## config.mk

```make
export PLATFORM = sky130hd
export DESIGN_NAME = mem_access_sequencer_flat
export DESIGN_NICKNAME = d
export VERILOG_FILES = /design/src/rtl/mem_seq_pkg.sv /design/src/rtl/mem_access_sequencer_if.sv /design/src/rtl/mem_wait_timer.sv /design/src/rtl/mem_access_sequencer.sv /design/src/flat_wrapper.sv
export SDC_FILE = /design/constraint.sdc
export NUM_CORES = 1
export LEC_CHECK = 0
export CORE_UTILIZATION = 38
export CTS_BUF_LIST = sky130_fd_sc_hd__clkbuf_16
export DETAILED_ROUTE_END_ITERATION = 8
export SYNTH_ARGS = -nofsm -noshare
export SYNTH_HDL_FRONTEND = slang
export SYNTH_SLANG_ARGS = --single-unit
```

## constraint.sdc

```tcl
create_clock -name sysclk -period 6.8 [get_ports sysclk]
set_clock_uncertainty 0.15 [all_clocks]
set_input_delay 1.02 -clock sysclk [delete_from_list [all_inputs] [get_ports sysclk]]
set_output_delay 1.02 -clock sysclk [all_outputs]
set_load 0.02 [all_outputs]
```

## src/rtl/mem_seq_pkg.sv

```systemverilog
// Shared encodings for the memory access sequencer: FSM states, transfer sizes
// and address-register source selects.
package mem_seq_pkg;

  typedef enum logic [2:0] {
    ST_IDLE    = 3'd0,
    ST_FETCH   = 3'd1,
    ST_DATA_RD = 3'd2,
    ST_DATA_WR = 3'd3,
    ST_SWP_RD  = 3'd4,
    ST_SWP_WR  = 3'd5
  } seq_state_t;

  localparam logic [1:0] MAS_BYTE = 2'b00;
  localparam logic [1:0] MAS_HALF = 2'b01;
  localparam logic [1:0] MAS_WORD = 2'b10;

  localparam logic [1:0] AR_SEL_PC   = 2'b00;
  localparam logic [1:0] AR_SEL_DATA = 2'b01;

  function automatic logic is_write_state(seq_state_t s);
    return (s == ST_DATA_WR) || (s == ST_SWP_WR);
  endfunction

  function automatic logic is_locked_state(seq_state_t s);
    return (s == ST_SWP_RD) || (s == ST_SWP_WR);
  endfunction

endpackage

```

## src/rtl/mem_access_sequencer_if.sv

```systemverilog
// Requester handshakes plus memory pin group of the sequencer.
// master: the sequencer itself; slave: requesters and memory around it.
interface mem_access_sequencer_if;

  logic       fetch_valid;
  logic       fetch_ready;
  logic       fetch_done;
  logic       fetch_abort;
  logic       data_valid;
  logic       data_rw;
  logic [1:0] data_mas;
  logic       data_swp;
  logic       data_ready;
  logic       data_done;
  logic       data_abort;
  logic       timeout;
  logic       nWAIT;
  logic       ABORT;
  logic       nMREQ;
  logic       nRW;
  logic [1:0] MAS;
  logic       LOCK;
  logic [1:0] AR_Bus_Sel;
  logic       WD_DBE;
  logic       nSTALL;

  modport master (
    input  fetch_valid, data_valid, data_rw, data_mas, data_swp, nWAIT, ABORT,
    output fetch_ready, fetch_done, fetch_abort, data_ready, data_done, data_abort,
           timeout, nMREQ, nRW, MAS, LOCK, AR_Bus_Sel, WD_DBE, nSTALL
  );

  modport slave (
    output fetch_valid, data_valid, data_rw, data_mas, data_swp, nWAIT, ABORT,
    input  fetch_ready, fetch_done, fetch_abort, data_ready, data_done, data_abort,
           timeout, nMREQ, nRW, MAS, LOCK, AR_Bus_Sel, WD_DBE, nSTALL
  );

endinterface

```

## src/rtl/mem_wait_timer.sv

```systemverilog
// Counts nWAIT-low cycles of the current access and flags the completing edge,
// either a normal one (nWAIT high) or a forced one at the wait limit.
module mem_wait_timer #(
  parameter int WAIT_LIMIT = 255,
  parameter int CNT_W      = 8
) (
  input  logic clk,
  input  logic rst,
  input  logic active,
  input  logic n_wait,
  output logic complete,
  output logic timed_out
);

  localparam logic [CNT_W-1:0] LAST = CNT_W'(WAIT_LIMIT - 1);

  logic [CNT_W-1:0] cnt_q;

  assign timed_out = active && !n_wait && (cnt_q == LAST);
  assign complete  = active && (n_wait || (cnt_q == LAST));

  // Clearing on every completion also covers back-to-back entry into the next access.
  always_ff @(posedge clk or posedge rst) begin
    if (rst)
      cnt_q <= '0;
    else if (!active || complete)
      cnt_q <= '0;
    else
      cnt_q <= cnt_q + 1'b1;
  end

endmodule

```

## src/rtl/mem_access_sequencer.sv

```systemverilog
// Arbitrates instruction fetch and data transfers onto the shared memory bus
// and returns per-requester completion pulses.
//
//   state      | meaning
//   -----------+---------------------------------------------
//   ST_IDLE    | bus released, either requester may be granted
//   ST_FETCH   | instruction fetch, word read from PC
//   ST_DATA_RD | data load
//   ST_DATA_WR | data store
//   ST_SWP_RD  | locked read half of a swap, never hands over
//   ST_SWP_WR  | locked write half of a swap
module mem_access_sequencer #(
  parameter int FETCH_STARVE_LIMIT = 4,
  parameter int WAIT_LIMIT         = 255,
  parameter int CNT_W              = 8
) (
  input logic                   sysclk,
  input logic                   RESET,
  mem_access_sequencer_if.master bus
);
  import mem_seq_pkg::*;

  localparam int STARVE_W = $clog2(FETCH_STARVE_LIMIT + 1);

  seq_state_t state_q, state_d;

  logic                access;
  logic                complete;
  logic                timed_out;
  logic                abort_hit;
  logic                accept_ok;
  logic                fetch_pick;
  logic                fetch_gnt;
  logic                data_gnt;
  logic                starve_full;
  logic [STARVE_W-1:0] starve_q;
  logic [1:0]          cmd_mas_q;
  logic [1:0]          mas_sel;
  logic                fetch_done_d, data_done_d;
  logic                fetch_done_q, fetch_abort_q;
  logic                data_done_q, data_abort_q, timeout_q;
  logic                nrw_q;
  logic [1:0]          mas_q;
  logic [1:0]          ar_sel_q;

  assign access = (state_q != ST_IDLE);

  mem_wait_timer #(
    .WAIT_LIMIT (WAIT_LIMIT),
    .CNT_W      (CNT_W)
  ) u_wait_timer (
    .clk       (sysclk),
    .rst       (RESET),
    .active    (access),
    .n_wait    (bus.nWAIT),
    .complete  (complete),
    .timed_out (timed_out)
  );

  // A timeout always counts as an abort; the ABORT pin adds nothing on that edge.
  assign abort_hit   = timed_out || bus.ABORT;
  assign starve_full = (starve_q == STARVE_W'(FETCH_STARVE_LIMIT));
  assign accept_ok   = (state_q == ST_IDLE) || (complete && (state_q != ST_SWP_RD));
  assign fetch_pick  = bus.fetch_valid && (!bus.data_valid || starve_full);

  assign bus.fetch_ready = accept_ok && fetch_pick;
  assign bus.data_ready  = accept_ok && !fetch_pick;
  assign fetch_gnt       = bus.fetch_ready && bus.fetch_valid;
  assign data_gnt        = bus.data_ready && bus.data_valid;
  assign bus.nSTALL      = !((bus.fetch_valid && !bus.fetch_ready) ||
                             (bus.data_valid && !bus.data_ready));

  always_ff @(posedge sysclk or posedge RESET) begin
    if (RESET)
      state_q <= ST_IDLE;
    else
      state_q <= state_d;
  end

  always_comb begin
    state_d      = state_q;
    fetch_done_d = 1'b0;
    data_done_d  = 1'b0;
    if (state_q == ST_SWP_RD) begin
      if (complete)
        state_d = abort_hit ? ST_IDLE : ST_SWP_WR;
    end else if (accept_ok) begin
      state_d = ST_IDLE;
      if (fetch_gnt)
        state_d = ST_FETCH;
      else if (data_gnt)
        state_d = bus.data_swp ? ST_SWP_RD : (bus.data_rw ? ST_DATA_WR : ST_DATA_RD);
    end
    fetch_done_d = complete && (state_q == ST_FETCH);
    data_done_d  = complete && ((state_q inside {ST_DATA_RD, ST_DATA_WR, ST_SWP_WR}) ||
                                ((state_q == ST_SWP_RD) && abort_hit));
  end

  assign mas_sel = data_gnt ? bus.data_mas : cmd_mas_q;

  always_ff @(posedge sysclk or posedge RESET) begin
    if (RESET) begin
      fetch_done_q  <= 1'b0;
      fetch_abort_q <= 1'b0;
      data_done_q   <= 1'b0;
      data_abort_q  <= 1'b0;
      timeout_q     <= 1'b0;
      starve_q      <= '0;
      cmd_mas_q     <= MAS_WORD;
      nrw_q         <= 1'b0;
      mas_q         <= MAS_WORD;
      ar_sel_q      <= AR_SEL_PC;
    end else begin
      fetch_done_q  <= fetch_done_d;
      fetch_abort_q <= fetch_done_d && abort_hit;
      data_done_q   <= data_done_d;
      data_abort_q  <= data_done_d && abort_hit;
      timeout_q     <= (fetch_done_d || data_done_d) && timed_out;

      if (!bus.fetch_valid || fetch_gnt)
        starve_q <= '0;
      else if (data_gnt && !starve_full)
        starve_q <= starve_q + 1'b1;

      if (data_gnt)
        cmd_mas_q <= bus.data_mas;

      // Cycle attributes follow the state being entered and hold through IDLE.
      case (state_d)
        ST_FETCH: begin
          nrw_q    <= 1'b0;
          mas_q    <= MAS_WORD;
          ar_sel_q <= AR_SEL_PC;
        end
        ST_DATA_RD, ST_SWP_RD: begin
          nrw_q    <= 1'b0;
          mas_q    <= mas_sel;
          ar_sel_q <= AR_SEL_DATA;
        end
        ST_DATA_WR, ST_SWP_WR: begin
          nrw_q    <= 1'b1;
          mas_q    <= mas_sel;
          ar_sel_q <= AR_SEL_DATA;
        end
        default: ;
      endcase
    end
  end

  assign bus.nMREQ       = !access;
  assign bus.nRW         = nrw_q;
  assign bus.MAS         = mas_q;
  assign bus.LOCK        = is_locked_state(state_q);
  assign bus.AR_Bus_Sel  = ar_sel_q;
  assign bus.WD_DBE      = is_write_state(state_q);
  assign bus.fetch_done  = fetch_done_q;
  assign bus.fetch_abort = fetch_abort_q;
  assign bus.data_done   = data_done_q;
  assign bus.data_abort  = data_abort_q;
  assign bus.timeout     = timeout_q;

endmodule
```

## src/flat_wrapper.sv

```systemverilog
// flat-port wrapper written by rule: the top's interface ports become plain ports
module mem_access_sequencer_flat import mem_seq_pkg::*;
#(
  parameter int FETCH_STARVE_LIMIT = 4,
  parameter int WAIT_LIMIT         = 255,
  parameter int CNT_W              = 8
)
  (sysclk, RESET, bus_fetch_valid, bus_data_valid, bus_data_rw, bus_data_mas, bus_data_swp, bus_nWAIT, bus_ABORT, bus_fetch_ready, bus_fetch_done, bus_fetch_abort, bus_data_ready, bus_data_done, bus_data_abort, bus_timeout, bus_nMREQ, bus_nRW, bus_MAS, bus_LOCK, bus_AR_Bus_Sel, bus_WD_DBE, bus_nSTALL);
  mem_access_sequencer_if bus_i ();
  input logic sysclk;
  input logic RESET;
  input wire logic [$bits(bus_i.fetch_valid)-1:0] bus_fetch_valid;
  input wire logic [$bits(bus_i.data_valid)-1:0] bus_data_valid;
  input wire logic [$bits(bus_i.data_rw)-1:0] bus_data_rw;
  input wire logic [$bits(bus_i.data_mas)-1:0] bus_data_mas;
  input wire logic [$bits(bus_i.data_swp)-1:0] bus_data_swp;
  input wire logic [$bits(bus_i.nWAIT)-1:0] bus_nWAIT;
  input wire logic [$bits(bus_i.ABORT)-1:0] bus_ABORT;
  output wire logic [$bits(bus_i.fetch_ready)-1:0] bus_fetch_ready;
  output wire logic [$bits(bus_i.fetch_done)-1:0] bus_fetch_done;
  output wire logic [$bits(bus_i.fetch_abort)-1:0] bus_fetch_abort;
  output wire logic [$bits(bus_i.data_ready)-1:0] bus_data_ready;
  output wire logic [$bits(bus_i.data_done)-1:0] bus_data_done;
  output wire logic [$bits(bus_i.data_abort)-1:0] bus_data_abort;
  output wire logic [$bits(bus_i.timeout)-1:0] bus_timeout;
  output wire logic [$bits(bus_i.nMREQ)-1:0] bus_nMREQ;
  output wire logic [$bits(bus_i.nRW)-1:0] bus_nRW;
  output wire logic [$bits(bus_i.MAS)-1:0] bus_MAS;
  output wire logic [$bits(bus_i.LOCK)-1:0] bus_LOCK;
  output wire logic [$bits(bus_i.AR_Bus_Sel)-1:0] bus_AR_Bus_Sel;
  output wire logic [$bits(bus_i.WD_DBE)-1:0] bus_WD_DBE;
  output wire logic [$bits(bus_i.nSTALL)-1:0] bus_nSTALL;
  assign bus_i.fetch_valid = bus_fetch_valid;
  assign bus_i.data_valid = bus_data_valid;
  assign bus_i.data_rw = bus_data_rw;
  assign bus_i.data_mas = bus_data_mas;
  assign bus_i.data_swp = bus_data_swp;
  assign bus_i.nWAIT = bus_nWAIT;
  assign bus_i.ABORT = bus_ABORT;
  assign bus_fetch_ready = bus_i.fetch_ready;
  assign bus_fetch_done = bus_i.fetch_done;
  assign bus_fetch_abort = bus_i.fetch_abort;
  assign bus_data_ready = bus_i.data_ready;
  assign bus_data_done = bus_i.data_done;
  assign bus_data_abort = bus_i.data_abort;
  assign bus_timeout = bus_i.timeout;
  assign bus_nMREQ = bus_i.nMREQ;
  assign bus_nRW = bus_i.nRW;
  assign bus_MAS = bus_i.MAS;
  assign bus_LOCK = bus_i.LOCK;
  assign bus_AR_Bus_Sel = bus_i.AR_Bus_Sel;
  assign bus_WD_DBE = bus_i.WD_DBE;
  assign bus_nSTALL = bus_i.nSTALL;
  mem_access_sequencer #(.FETCH_STARVE_LIMIT(FETCH_STARVE_LIMIT), .WAIT_LIMIT(WAIT_LIMIT), .CNT_W(CNT_W)) u_core (.sysclk(sysclk), .RESET(RESET), .bus(bus_i));
endmodule
```

# Yosys cells after proc, flatten, opt, wreduce, memory -nomap -nowiden
# Cells that the tools add are included.
totals:
  reg_bits: 26
  inputBits: 10
classes:
  add_sub_neg: 2
  n_eq_ne: 13
  muxes: 15
  reduce_logical: 47
op_table:
  columns: ["cell", "count"]
  rows:
  - ["$mux 3", 9]
  - ["$logic_and 1x1->1", 18]
  - ["$eq 3x3->1 const B", 5]
  - ["$eq 3x2->1 const B", 4]
  - ["$logic_or 1x1->1", 11]
  - ["$logic_not 1->1", 9]
  - ["$add 8x1->8 const B", 1]
  - ["$eq 8x8->1 const B", 1]
  - ["$mux 8", 1]
  - ["$pmux 2 s2", 2]
  - ["$eq 3x1->1 const B", 2]
  - ["$reduce_bool 2->1", 3]
  - ["$reduce_bool 3->1", 2]
  - ["$reduce_or 4->1", 1]
  - ["$add 3x1->3 const B", 1]
  - ["$logic_not 3->1", 1]
  - ["$ne 3x3->1 const B", 1]
  - ["$reduce_or 3->1", 1]
  - ["$mux 2", 1]
  - ["$pmux 1 s2", 1]
  - ["$reduce_or 2->1", 1]
  - ["$mux 1", 1]

# Longest topological paths before layout
# Gate-level depths: netlist (run 1).
logic_depth:
  word_depth: 14
  depth_mapped: 7
  mapped_depth_nobuf: 7

# Hierarchy
# Synthesis (run 1) repeated with hierarchy kept, for this count alone.
hier_totals:
  hier_cells: 141
  area_unflattened_um2: 1410.1
by_module_without_submodules:
  columns: ["module", "n_inst", "cells_per_inst", "area_each_um2"]
  rows:
  - ["mem_access_sequencer", 1, 98, 980.9]
  - ["mem_wait_timer", 1, 43, 429.2]

# Worst setup path before layout (run 1)
# No wires, ideal clock.
synth_path:
  kind: "input -> output"
  startpoint: "input port bus_nWAIT"
  endpoint: "output port bus_nSTALL"
  arrival_time_ps: 2005
  slack_ps: 3625
  cell_stages: 5
  path_cell_list: "buf_6 > a211oi_4 > or2_2 > maj3_1 > inv_1"
synth_between:
  elab_chain_len: 9
synth_rtl:
  columns: ["item", "line", "source"]
  rows:
  - ["from (decl)", "flat_wrapper.sv:17", "input wire logic [$bits(bus_i.nWAIT)-1:0] bus_nWAIT;"]
  - ["$logic_or 1x1->1 *", "mem_wait_timer.sv:20", "assign complete = active && (n_wait || (cnt_q == LAST));"]
  - ["$logic_and 1x1->1 *", "mem_wait_timer.sv:20", null]
  - ["$logic_and 1x1->1 *", "mem_access_sequencer.sv:63", "assign accept_ok = (state_q == ST_IDLE) || (complete && (state_q != ST_SWP_RD));"]
  - ["$logic_or 1x1->1 *", "mem_access_sequencer.sv:63", null]
  - ["$logic_and 1x1->1 (on tied branches)", "mem_access_sequencer.sv:66, mem_access_sequencer.sv:67", null]
  - ["$logic_not 1->1 (on tied branches)", "mem_access_sequencer.sv:70, mem_access_sequencer.sv:71", null]
  - ["$logic_and 1x1->1 (on tied branches)", "mem_access_sequencer.sv:70, mem_access_sequencer.sv:71", null]
  - ["$logic_or 1x1->1 *", "mem_access_sequencer.sv:70", "assign bus.nSTALL = !((bus.fetch_valid && !bus.fetch_ready) ||"]
  - ["$logic_not 1->1 *", "mem_access_sequencer.sv:70", null]
  - ["to (decl)", "flat_wrapper.sv:32", "output wire logic [$bits(bus_i.nSTALL)-1:0] bus_nSTALL;"]
# Mark *: on every way between the ends. The rest lies on a longest branch, timed or not.

# Worst setup path after layout (run 1)
# Same ends and word-level chain as after synthesis.

==> impl_metrics.csv, run 1 <==
group,metric,value,unit
yosys,synth_area_per_cell,10.3,sq um
global_route,gr-usage-all-layers,0.154,
global_route,grt_overflow,0,
sta,slew_violations,0,
place,portBuffers,24,
yosys,ys.flop_type,"dfrtp_1",
sta,slew_headroom,0.384,
layout,drive_gt1_frac,0.133,
clock_tree,cts_resized,0,
route,ant_nets,0,
yosys,ys.warnings.count,0,
die,floorplan.core_area,0.00372,sq mm
outcome,outcome,"completed",
power,internal-power,0.363,mW
yosys,yosysUniqueCellTypes,50,
critical_path,worstSetupStartpointType,"input port",
sta,min_period_over_period,0.639,
power,p_comb_frac,0.388,
layout,final_core_util,0.484,
power,p_per_area,310,mW/mm^2
yosys,syn_area,0.00150,sq mm
sta,fin_crit,4340,ps
clock_tree,cts_hold_buf,0,
global_route,antenna_found_initial,0,
global_route,grt_pass1_vias,1135,
sta,worstMarginPinSlew,922,ps
die,die_h,64.7,um
die,die_area,0.00419,sq mm
power,p_sw_frac,0.350,
power,p_leak,0.763,nW
die,initial_utilization,0.402,
clock_tree,cts.path.max_buffers,2,
power,ir_drop,0.134,mV
power,power_frac_clock,0.232,
layout,fin_nets,180,
critical_path,critPathLaunch,"bus_nWAIT",
clock_tree,path_clk_slew,60,ps
global_route,grt_pass1_wl,5.04,mm
place,post-dp-hpwl,2.12,mm
place,routabilityCongestion,0.846,
layout,diodes,0,
route,drc,0,
clock_tree,htree_levels,1,
critical_path,required,5630,ps
clock_tree,clock-sinks,25,
route,first_pass_iters,4,
clock_tree,post_cts.repair.setup_buffers,0,
critical_path,critical_path_class,"in -> out",
die,ios,26,
job,max-cap-violations,0,
clock_tree,clock_latency,260,ps
sta,grt_setup_unrepaired,"false",
critical_path,crit_path_max_fanout,10,
min_path,hp-start,"u_core.cmd_mas_q[0]",
critical_path,cp.arrival,3170,ps
yosys,synth_seq_area_share,0.420,
sta,setup_viol,0,
sta,hold_viol,0,
route,num_vias,1114,
clock_tree,cts_tree,"done",
route,via_per_inst,5.23,
sta,finalSetupTns,0,ps
die,die_width,64.7,um
power,p_switching,0.195,mW
critical_path,cp-end-kind,"primary output",
power,seqPwrFrac,0.380,
die,row_count,22,
critical_path,reg2reg_from,"u_core.u_wait_timer.cnt_q[0]",
global_route,grt_start_max_net_pins,26,
route,drt-total-wl,2.79,mm
min_path,hold_path_class,"reg -> reg",
sta,fmaxAchievable,0.230,GHz
route,drt-wirelength-per-cell,13.1,um
clock_tree,cts_root_buf,"clkbuf_16",
yosys,syn_inst,145,
yosys,ys_ff_latch,25,
yosys,synth_edf_count,0,
clock_tree,cts_buffers,3,
route,drt_iter0_drc,51,
yosys,syn-num-nets,159,
yosys,async_flop_share,1.00,
layout,syn_to_final_growth,20.3,%
critical path, cell delays in order:
cell             delay (ps)
clkdlybuf4s50_1         700
a211oi_4                120
or2_2                   340
maj3_1                  350
inv_1                    50
clkdlybuf4s50_1         590
power by group through the flow:
stage	Combinational (mW)	Clock, mW	Sequential, mW
floorplan	0.150	0	0.216
global placement	0.215	0	0.215
detailed placement	0.218	0	0.216
CTS	0.219	0.133	0.213
global route	0.238	0.140	0.218
finish	0.217	0.130	0.212
layout by cell type, fill, tap and decap left out, types with 2 or more instances in the layout:
cell and n:
nand3_1 6, a221o_1 2, and2_1 2, xor2_1 6
dfstp_2 2, a21oi_1 4, clkbuf_16 3, ha_1 4
nand4_1 2, nor2b_1 2, dfrtp_1 23, nand2b_1 3
o21ai_0 3, xnor2_1 2, and3_2 4, nand2_1 11
inv_1 8, nor2_1 17, nor4_1 2, a21boi_0 5
nor3_1 3, clkdlybuf4s50_1 24
metrics by stage:
stage	cells	hold WS (ps)	area [sq um]	power, mW	setup WS (ps)
floorplan	145	318	1500	0.366	3630
global placement	209	336	1720	0.430	2480
detailed placement	209	332	1720	0.434	2460
CTS	213	351	1800	0.565	2460
global route	213	378	1800	0.596	2330
finish	213	353	1800	0.559	2460
cells by family after synthesis:
family	Yosys count	synth area share
buffers and inverters	15	0.0678
AOI/OAI and AO/OA	26	0.165
and+or+nand+nor	63	0.240
other	1	0.00251
adders and majority gates	5	0.0402
muxes	2	0.0176
xor gates and xnor gates	8	0.0469
DFF	25	0.420
metal layers:
| metal | vias up | wire, um | GRT usage |
|---|---|---|---|
| li1 | 548 | - | - |
| met1 | 536 | 1270 | 0.193 |
| met2 | 22 | 1360 | 0.254 |
| met3 | 8 | 82 | 0.0246 |
| met4 | 0 | 77 | 0.0806 |
| met5 | - | 0 | 0 |
worst paths after layout:
kind	cells past startpoint	slack, ps	end
min in group asynchronous	2	1110	u_core.u_wait_timer.cnt_q[4]
max in group asynchronous	2	4820	u_core.bus.fetch_done
setup reg to reg	7	4440	u_core.bus.MAS[0]
hold reg to reg	1	350	u_core.cmd_mas_q[0]
hold / removal	1	350	u_core.cmd_mas_q[0]
setup / recovery	6	2460	bus_nSTALL
layout make-up:
cell class              count  area [sq um]
clock inverters             1          3.75
flip-flops and latches     25           628
multi-input cells         105           766
well taps                  48          60.1
clock buffers               3          75.1
fillers                   345          1920
inverters                   7          26.3
repair buffers             24           240
cell usage after synthesis, types with 2 or more instances:
| cell type | instances | share of area |
|---|---|---|
| dfrtp_1 | 23 | 0.38 |
| nor2_1 | 17 | 0.043 |
| nand2_1 | 11 | 0.028 |
| inv_1 | 7 | 0.018 |
| nand3_1 | 6 | 0.020 |
| xor2_1 | 6 | 0.035 |
| a21boi_0 | 5 | 0.025 |
| buf_6 | 5 | 0.038 |
| a21oi_1 | 4 | 0.013 |
| and3_2 | 4 | 0.020 |
| ha_1 | 4 | 0.033 |
| nand2b_1 | 3 | 0.013 |
| nor3_1 | 3 | 0.010 |
| o21ai_0 | 3 | 0.010 |
| a221o_1 | 2 | 0.013 |
| and2_1 | 2 | 0.0084 |
| buf_4 | 2 | 0.010 |
| dfstp_2 | 2 | 0.035 |
| nand4_1 | 2 | 0.0084 |
| nor2b_1 | 2 | 0.0084 |
| nor4_1 | 2 | 0.0084 |
| xnor2_1 | 2 | 0.012 |
flip-flops by register name, summed over array words and instances (netlist names), 2 cells and up:
register                   count
u_core.state_q                 3
u_core.u_wait_timer.cnt_q      8
u_core.bus.MAS                 2
u_core.starve_q                3
u_core.cmd_mas_q               2
(Power assumes the default switching activity.)
==> run 2: changes to the inputs <==
==> constraint.sdc (replaced) <==
create_clock -name sysclk -period 4.1 [get_ports sysclk]
set_clock_uncertainty 0.15 [all_clocks]
set_input_delay 0.615 -clock sysclk [delete_from_list [all_inputs] [get_ports sysclk]]
set_output_delay 0.615 -clock sysclk [all_outputs]
set_load 0.02 [all_outputs]
==> impl_metrics.csv, run 2 (synthesis gave the netlist of run 1 again) <==
group,metric,value,unit
power,ir_drop,0.153,mV
global_route,grt_pass1_wl,5.11,mm
sta,fin_ws,573,ps
sta,slew_violations,0,
sta,finalSetupTns,0,ps
layout,seqCellArea,628,sq um
sta,worstMarginPinSlew,970,ps
layout,largestRegisters,"u_core.u_wait_timer.cnt_q: 8 flops, u_core.starve_q: 3 flops, u_core.state_q: 3 flops",
route,drt-wirelength-per-cell,13.4,um
die,initial_utilization,0.402,
critical_path,crit_path_max_fanout,10,
layout,multi_input_area,766,sq um
outcome,outcome,"completed",
sta,fmaxAchievable,0.284,GHz
power,p_leak,0.763,nW
global_route,grt_pass1_vias,1140,
clock_tree,cts_root_buf,"clkbuf_16",
sta,setup_viol,0,
layout,instances_no_fill,213,
die,die_area,0.00419,sq mm
die,row_count,22,
place,routabilityCongestion,0.823,
layout,syn_to_final_growth,20.3,%
layout,diodes,0,
clock_tree,path_clk_slew,60,ps
global_route,gr-usage-all-layers,0.160,
layout,largest-register,"u_core.u_wait_timer.cnt_q",
route,num_vias,1108,
layout,layout_common_cells,"clkdlybuf4s50_1, dfrtp_1, nor2_1",
place,post-place-ws,572,ps
critical_path,cp-end-kind,"primary output",
global_route,grt_start_max_net_pins,26,
critical_path,required,3340,ps
clock_tree,clock-sinks,25,
job,max-cap-violations,0,
layout,fin_nets,180,
die,die_width,64.7,um
route,first_pass_iters,4,
clock_tree,clock_latency,260,ps
die,ios,26,
route,drt_iter0_drc,33,
clock_tree,cts.path.max_buffers,2,
critical_path,worstSetupStartpointType,"input port",
route,via_per_inst,5.20,
layout,largest_reg_flops,8,
clock_tree,cts_tree,"done",
clock_tree,cts_hold_buf,0,
critical_path,cp.arrival,2760,ps
sta,hold_viol,0,
sta,fin_crit,3530,ps
power,p_per_area,514,mW/mm^2
die,floorplan.core_area,0.00372,sq mm
global_route,grt_overflow,0,
global_route,antenna_found_initial,0,
place,dp.cells,209,
route,drt-total-wl,2.86,mm
layout,final_core_util,0.484,
critical_path,critical_path_class,"in -> out",
power,p_total,0.925,mW
layout,fillers,360,
route,drc,0,
clock_tree,htree_levels,1,
clock_tree,post_cts.repair.setup_buffers,0,
route,ant_nets,0,
place,post-dp-hpwl,2.13,mm
layout,drive_gt1_frac,0.133,
die,die_h,64.7,um
layout,final_common_cell,"clkdlybuf4s50_1",
sta,min_period_over_period,0.860,
place,portBuffers,24,
sta,grt_setup_unrepaired,"false",
min_path,hold_path_class,"reg -> reg",
clock_tree,cts_buffers,3,
sta,slew_headroom,0.353,
clock_tree,cts_resized,0,
==> run 2: cell counts in the layout (fill, tap and decap cells not counted) <==
No cell type changed its count.
==> run 2: cell type report <==
cell class,count,share of cell area
Clock buffer,3,0.0417
Timing Repair Buffer,24,0.134
Inverter,7,0.0146
Multi-Input combinational cell,105,0.426
Sequential cell,25,0.349
Clock inverter,1,0.00209
Tap cell,48,0.0334
==> run 2: power by group <==
| group | switching [mW] | internal [mW] |
|---|---|---|
| clock | 0.0818 | 0.130 |
| sequential | 0.0538 | 0.300 |
| combinational | 0.187 | 0.171 |
| total | 0.323 | 0.602 |
==> run 2: routing by layer <==
metal	vias to the layer above	global-route usage	part of all wire
li1	546	-	-
met1	540	0.198	0.47
met2	18	0.263	0.48
met3	4	0.0335	0.032
met4	0	0.0806	0.019
met5	-	0	0
==> run 2: worst max-delay path: stages <==
cell             delay (ps)
clkdlybuf4s50_1         690
a211oi_4                120
or2_2                   340
maj3_1                  350
inv_1                    50
clkdlybuf4s50_1         580
==> run 2: final timing paths <==
check                           slack, ps                          from                           end  depth (start not counted)
worst min register to register        360           u_core.cmd_mas_q[0]           u_core.cmd_mas_q[0]                          1
min in group asynchronous             730                         RESET  u_core.u_wait_timer.cnt_q[4]                          2
worst max register to register       1750  u_core.u_wait_timer.cnt_q[0]             u_core.bus.MAS[0]                          7
max in group asynchronous            2480                         RESET            u_core.starve_q[2]                          2
worst min-delay path                  360           u_core.cmd_mas_q[0]           u_core.cmd_mas_q[0]                          1
worst max-delay path                  570                     bus_nWAIT                    bus_nSTALL                          6
==> run 2: per-stage QoR <==
step / area, sq um / hold WS [ps]
after floorplan: 1500 / 318
after global placement: 1720 / 336
after detailed placement: 1720 / 363
after CTS: 1800 / 369
after global routing: 1800 / 385
final: 1800 / 361
